===== src/rtl/wg_sequencer.sv =====
// Run-time controller for the six-shape waveform generator datapath.
// Paces the generator phase counter with a programmable tick, accepts new
// shape/rate/amplitude settings over valid/ready and switches them only at a
// waveform-period boundary, and produces one registered, scaled DAC sample.
//
// Ports:
//   clk, rst          clock; asynchronous active-low reset
//   run               level request: 1 = generate, 0 = stop at next boundary
//   wg_co             generator carry, high while phase count == 255
//   *_in              the six shape samples (DW bits each)
//   cfg_valid/ready   configuration handshake (ready is combinational)
//   cfg_sel/div/amp   shape select, tick period minus one, attenuation shift
//   wg_tick           phase-advance enable for the generator (combinational)
//   wave_out          registered scaled sample
//   active_sel        shape currently driving wave_out
//   period_done       one-clk pulse after each period boundary
//   busy              sequencer not idle
module wg_sequencer #(
  parameter int unsigned DW    = 8,
  parameter int unsigned DIV_W = 16
) (
  input  logic             clk,
  input  logic             rst,
  input  logic             run,
  input  logic             wg_co,
  input  logic [DW-1:0]    recip_in,
  input  logic [DW-1:0]    square_in,
  input  logic [DW-1:0]    sine_in,
  input  logic [DW-1:0]    triangle_in,
  input  logic [DW-1:0]    fullrect_in,
  input  logic [DW-1:0]    halfrect_in,
  input  logic             cfg_valid,
  output logic             cfg_ready,
  input  logic [2:0]       cfg_sel,
  input  logic [DIV_W-1:0] cfg_div,
  input  logic [1:0]       cfg_amp,
  output logic             wg_tick,
  output logic [DW-1:0]    wave_out,
  output logic [2:0]       active_sel,
  output logic             period_done,
  output logic             busy
);

  localparam int unsigned SEL_W = 3;
  localparam int unsigned AMP_W = 2;
  localparam logic [DW-1:0] MID = DW'((2 ** (DW - 1)) - 1);

  typedef struct packed {
    logic [SEL_W-1:0] sel;
    logic [DIV_W-1:0] div;
    logic [AMP_W-1:0] amp;
  } cfg_t;

  localparam cfg_t RST_CFG = '{sel: SEL_W'(2), div: '0, amp: '0};

  typedef enum logic [1:0] {
    IDLE  = 2'd0,
    RUN   = 2'd1,
    DRAIN = 2'd2
  } state_t;

  state_t           state_q, state_d;
  logic             pend_q, pend_d;
  logic [DIV_W-1:0] div_cnt_q, div_cnt_d;
  cfg_t             act_q, act_d;
  cfg_t             shd_q, shd_d;
  logic [DW-1:0]    wave_q, wave_d;
  logic             pdone_q;

  cfg_t             cfg_in_c;
  logic             tick_c;
  logic             bound_c;
  logic             xfer_c;
  logic [DW-1:0]    x_c;
  logic             mute_c;

  // Tick, period boundary and handshake qualifiers
  assign cfg_in_c = '{sel: cfg_sel, div: cfg_div, amp: cfg_amp};
  assign tick_c   = (state_q != IDLE) && (div_cnt_q == act_q.div);
  assign bound_c  = tick_c && wg_co;
  assign xfer_c   = cfg_valid && !pend_q;

  // Next state, divider and configuration registers
  always_comb begin
    state_d   = state_q;
    pend_d    = pend_q;
    div_cnt_d = div_cnt_q;
    act_d     = act_q;
    shd_d     = shd_q;

    case (state_q)
      IDLE:    if (run) state_d = RUN;
      RUN:     if (!run) state_d = bound_c ? IDLE : DRAIN;
      // A renewed run request wins over a boundary so ticks never pause
      DRAIN: begin
        if (run)          state_d = RUN;
        else if (bound_c) state_d = IDLE;
      end
      default: state_d = IDLE;
    endcase

    if (state_q == IDLE || tick_c) div_cnt_d = '0;
    else                           div_cnt_d = div_cnt_q + DIV_W'(1);

    if (bound_c && pend_q) begin
      act_d  = shd_q;
      pend_d = 1'b0;
    end

    // xfer_c requires !pend_q, so it never collides with the shadow apply
    if (xfer_c) begin
      if (state_q == IDLE) begin
        act_d = cfg_in_c;
      end else begin
        shd_d  = cfg_in_c;
        pend_d = 1'b1;
      end
    end
  end

  // Shape mux and attenuation re-centred on midscale
  always_comb begin
    x_c    = MID;
    mute_c = 1'b0;
    case (act_q.sel)
      3'd0:    x_c = recip_in;
      3'd1:    x_c = square_in;
      3'd2:    x_c = sine_in;
      3'd3:    x_c = triangle_in;
      3'd4:    x_c = fullrect_in;
      3'd5:    x_c = halfrect_in;
      default: mute_c = 1'b1;
    endcase
    wave_d = DW'((x_c >> act_q.amp) + (MID - (MID >> act_q.amp)));
    if (state_q == IDLE || mute_c) wave_d = MID;
  end

  // State and datapath registers
  always_ff @(posedge clk or negedge rst) begin
    if (!rst) begin
      state_q   <= IDLE;
      pend_q    <= 1'b0;
      div_cnt_q <= '0;
      act_q     <= RST_CFG;
      shd_q     <= '0;
      wave_q    <= MID;
      pdone_q   <= 1'b0;
    end else begin
      state_q   <= state_d;
      pend_q    <= pend_d;
      div_cnt_q <= div_cnt_d;
      act_q     <= act_d;
      shd_q     <= shd_d;
      wave_q    <= wave_d;
      pdone_q   <= bound_c;
    end
  end

  assign cfg_ready   = !pend_q;
  assign wg_tick     = tick_c;
  assign wave_out    = wave_q;
  assign active_sel  = act_q.sel;
  assign period_done = pdone_q;
  assign busy        = (state_q != IDLE);

endmodule


===== config.mk =====
export PLATFORM = sky130hd
export DESIGN_NAME = wg_sequencer
export DESIGN_NICKNAME = d
export VERILOG_FILES = /design/src/rtl/wg_sequencer.sv
export SDC_FILE = /design/constraint.sdc
export NUM_CORES = 1
export LEC_CHECK = 0
export ABC_AREA = 1
export CORE_UTILIZATION = 55
export DETAILED_ROUTE_END_ITERATION = 10
export PLACE_DENSITY = 0.82
export SETUP_SLACK_MARGIN = 0.15
export SLEW_MARGIN = 20
export SYNTH_ARGS = -nofsm -noshare
export SYNTH_HDL_FRONTEND = slang
export SYNTH_SLANG_ARGS = --single-unit

===== constraint.sdc =====
create_clock -name clk -period 8.2 [get_ports clk]
set_input_delay 0.82 -clock clk [delete_from_list [all_inputs] [get_ports clk]]
set_output_delay 0.82 -clock clk [all_outputs]
set_load 0.02 [all_outputs]

==> results.md <==
* CP Max Fanout at 23
* Internal at 911 uW
* Worst Hold End: state_q[0]
* Critical R2R Capture: wave_out[7]
* Total gr overflow at 0
* Reg2Reg Setup Slack at 5.05 ns
* DRC Markers at 0
* Placed wire-length estimate at 7.51 mm
* Wire length per cell at 13.5 um
* Mean Syn Cell Area at 7.05 um2
* Setup Buffers After CTS at 0
* Die width at 88.8 um
* DIE AREA at 7880 um2
* Leak Pwr at 2.61 nW
* Slew Limit Fails at 0
* Row cnt at 31
* Syn Nets at 666
* Fin crit period at 3.41 ns
* PwrDens at 282 nW/um2
* Worst EP required at 7.38 ns
* Hold Path Class: reg2reg
* Worst-path cell chain: nand2_1 > nand2_1 > nor2_1 > nand2_1 > nor2_1 > nand2_1 > nor2_4 > clkdlybuf4s50_1
* # diodes at 0
* Core ar. at 7250 um2
* Total power at 1.48 mW
* CTS Root Cell: clkbuf_8
* DR vias/cell at 5.18
* Slew HR at 32.0%
* Final nets at 743
* Ratio of cells with drive above 1 in the final layout at 7.34%
* Post-synthesis sequential area ratio at 42.6%
* Post-synthesis register bit count at 70
* Clock Power Share at 22.4%
* Hold path depth at 1
* Critical Path Most Common Cell: nand2_1
* Combinational share of power at 39.4%
* Pin count of the biggest net entering global routing at 71
* CP peak stage delay at 0.71 ns
* Num CTS Buffers at 9
* Worst-case clock buffer depth at 2
* Overall routing resource usage at 28.4%
* Worst-Margin Slew at 1.02 ns
* CTS H-Tree Depth at 3
* Initial DRC count at 263
* R2R cell count at 13
* Sequential share of power at 38.2%
* Sw frac at 38.5%
* Worst Hold Launch: state_q[1]
* Non-filler cells, final at 767
* Worst-path clk slew at 0.08 ns
* Setup TNS at 0 ns
* Setup Skew at 0.00678 ns
* Delay-heaviest family, CP: simple AND/OR/NAND/NOR gates
* Final WS setup at 4.79 ns
* CTS tree: done
* I/O Buffers at 88
* Synth-to-Final Area Change at 27.0%
* Vias at 3974
* Area of the mapped netlist at 4140 um2
* Post-Syn Instances at 587
* Die height at 88.8 um
* Dpl ws at 4.83 ns
* Top Ports at 89
* CTS resizes at 0
* Final hold violations at 0
* Cell variety after synth at 34
* First-pass DRT Iterations at 5
* Max Cap Violations at 0
* Reg2reg start: active_sel[2]
* Vias in the first global route at 3780
* Slowest CP cell: clkdlybuf4s50_1
* Initial antenna violation count at 0
* Startpoint Class: register
* CTS Hold Bufs at 0
* Max Freq at 293 MHz
* First-pass GRT wire length at 16.9 mm
* Crit. End Element: primary output
* Post-route antenna net violation count at 0
* Crit path launch: div_cnt_q[2]
* Placed cells at 752
* Sink Count at 70
* Starting density of the core at 57.1%
* CP bufs+invs at 1
* Clk Latency, worst-skew pair at 0.35 ns
* RSZ-0062 raised after global routing: false
* Status: finished clean
* Total Wirelength at 10.3 mm
* Switching pwr at 571 uW
* Yosys warns at 0
* Critical path data arrival time at 2.59 ns
* Setup violations, final at 0
* Final Cycle Share at 41.6%
* Crit Path Category: reg2out
* VDD IR max at 0.176 mV
* Gpl congestion at 0.894
-- layout by cell type, fill, tap and decap left out, drive strengths merged --
cell type	count
dfrtp	62
a211oi	1
nand3	49
o21ai	56
inv	109
o22ai	1
clkdlybuf4s50	87
clkbuf	9
o211ai	2
bufinv	3
a22o	1
nor3	7
clkinvlp	1
nand2	166
nor3b	2
a21oi	20
nor2	35
buf	3
nand4	28
fa	1
dfstp	8
a31oi	2
clkinv	4
nand3b	1
or2	4
xnor2	1
and3	1
ha	4
-- final cells by class --
cell class,instances,area [um2]
well taps,99,124
clock buffers,9,124
clock inverters,6,111
repair buffers,90,891
flip-flops and latches,70,1760
fillers,595,1990
inverters,111,417
multi-input cells,382,1830
-- state kept, by name, indices dropped and copies added (netlist names) --
| signal | cells |
|---|---|
| state_q | 2 |
| active_sel | 3 |
| period_done | 1 |
| act_q | 18 |
| shd_q | 21 |
| pend_q | 1 |
| div_cnt_q | 16 |
| wave_out | 8 |
-- cells in the mapped netlist (all sizes together) --
library cell | instances | share of area, %
fa | 1 | 0.48
o22ai | 1 | 0.15
clkinv | 2 | 0.18
nand4 | 28 | 4.2
nand3b | 1 | 0.18
o211ai | 2 | 0.36
and3 | 1 | 0.15
a21oi | 20 | 2.4
dfrtp | 62 | 37
ha | 4 | 1.2
nor3b | 2 | 0.48
nand2 | 166 | 15
nor2 | 35 | 4.1
xnor2 | 1 | 0.21
dfstp | 8 | 5.1
a22o | 1 | 0.21
inv | 109 | 9.9
a211oi | 1 | 0.18
nor3 | 7 | 0.85
buf | 11 | 2.0
or2 | 4 | 0.60
nand3 | 49 | 6.3
o21ai | 56 | 6.8
a31oi | 2 | 0.30
clkbuf | 13 | 1.2
-- logic make-up after synthesis --
group	synth area share, %
AOI/OAI and AO/OA	10.4
xor gates and xnor gates	0.212
adders and majority gates	1.69
buffers and inverters	13.2
DFF	42.6
and+or+nand+nor	31.9
-- metal layers --
metal	GRT usage (%)	part of all wire, %
met1	36.3	45
met2	47.1	49
met3	5.88	4.2
met4	11.6	2.1
met5	0	0
-- worst max path at each step --
stage | end | slack (ns) | cells past startpoint
floorplan | wave_out[7] | 5.53 | 16
CTS | wg_tick | 4.76 | 8
detailed placement | wave_out[7] | 4.83 | 13
global placement | wave_out[7] | 4.91 | 13
global route | wg_tick | 4.54 | 9
finish | wg_tick | 4.79 | 8
-- power by group through the flow --
stage	clock network (mW)	logic (mW)	registers [mW]
6_report	0.333	0.584	0.565
5_1_grt	0.351	0.672	0.581
4_1_cts	0.339	0.585	0.564
3_5_place_dp	0	0.578	0.568
3_3_place_gp	0	0.564	0.564
2_1_floorplan	0	0.420	0.543
-- per-stage QoR --
stage | util (%) | area [um2] | hold WS, ns
floorplan | - | 4140 | 0.438
global placement | 69.3 | 5020 | 0.454
detailed placement | 69.3 | 5020 | 0.466
CTS | 72.5 | 5260 | 0.478
global route | 72.5 | 5260 | 0.497
finish | 72.5 | 5260 | 0.474
-- worst reg2reg max path, stage by stage (launching register included) --
cell	delay, ns
dfrtp_1	0.47
inv_1	0.26
nand3_1	0.33
o22ai_1	0.13
nor3_1	0.37
nand2_1	0.09
o21ai_0	0.11
o21ai_0	0.12
ha_1	0.19
ha_1	0.18
fa_1	0.38
xnor2_1	0.21
o21ai_0	0.12
a21oi_1	0.12
No activity file was read; power rests on OpenSTA's default activity.
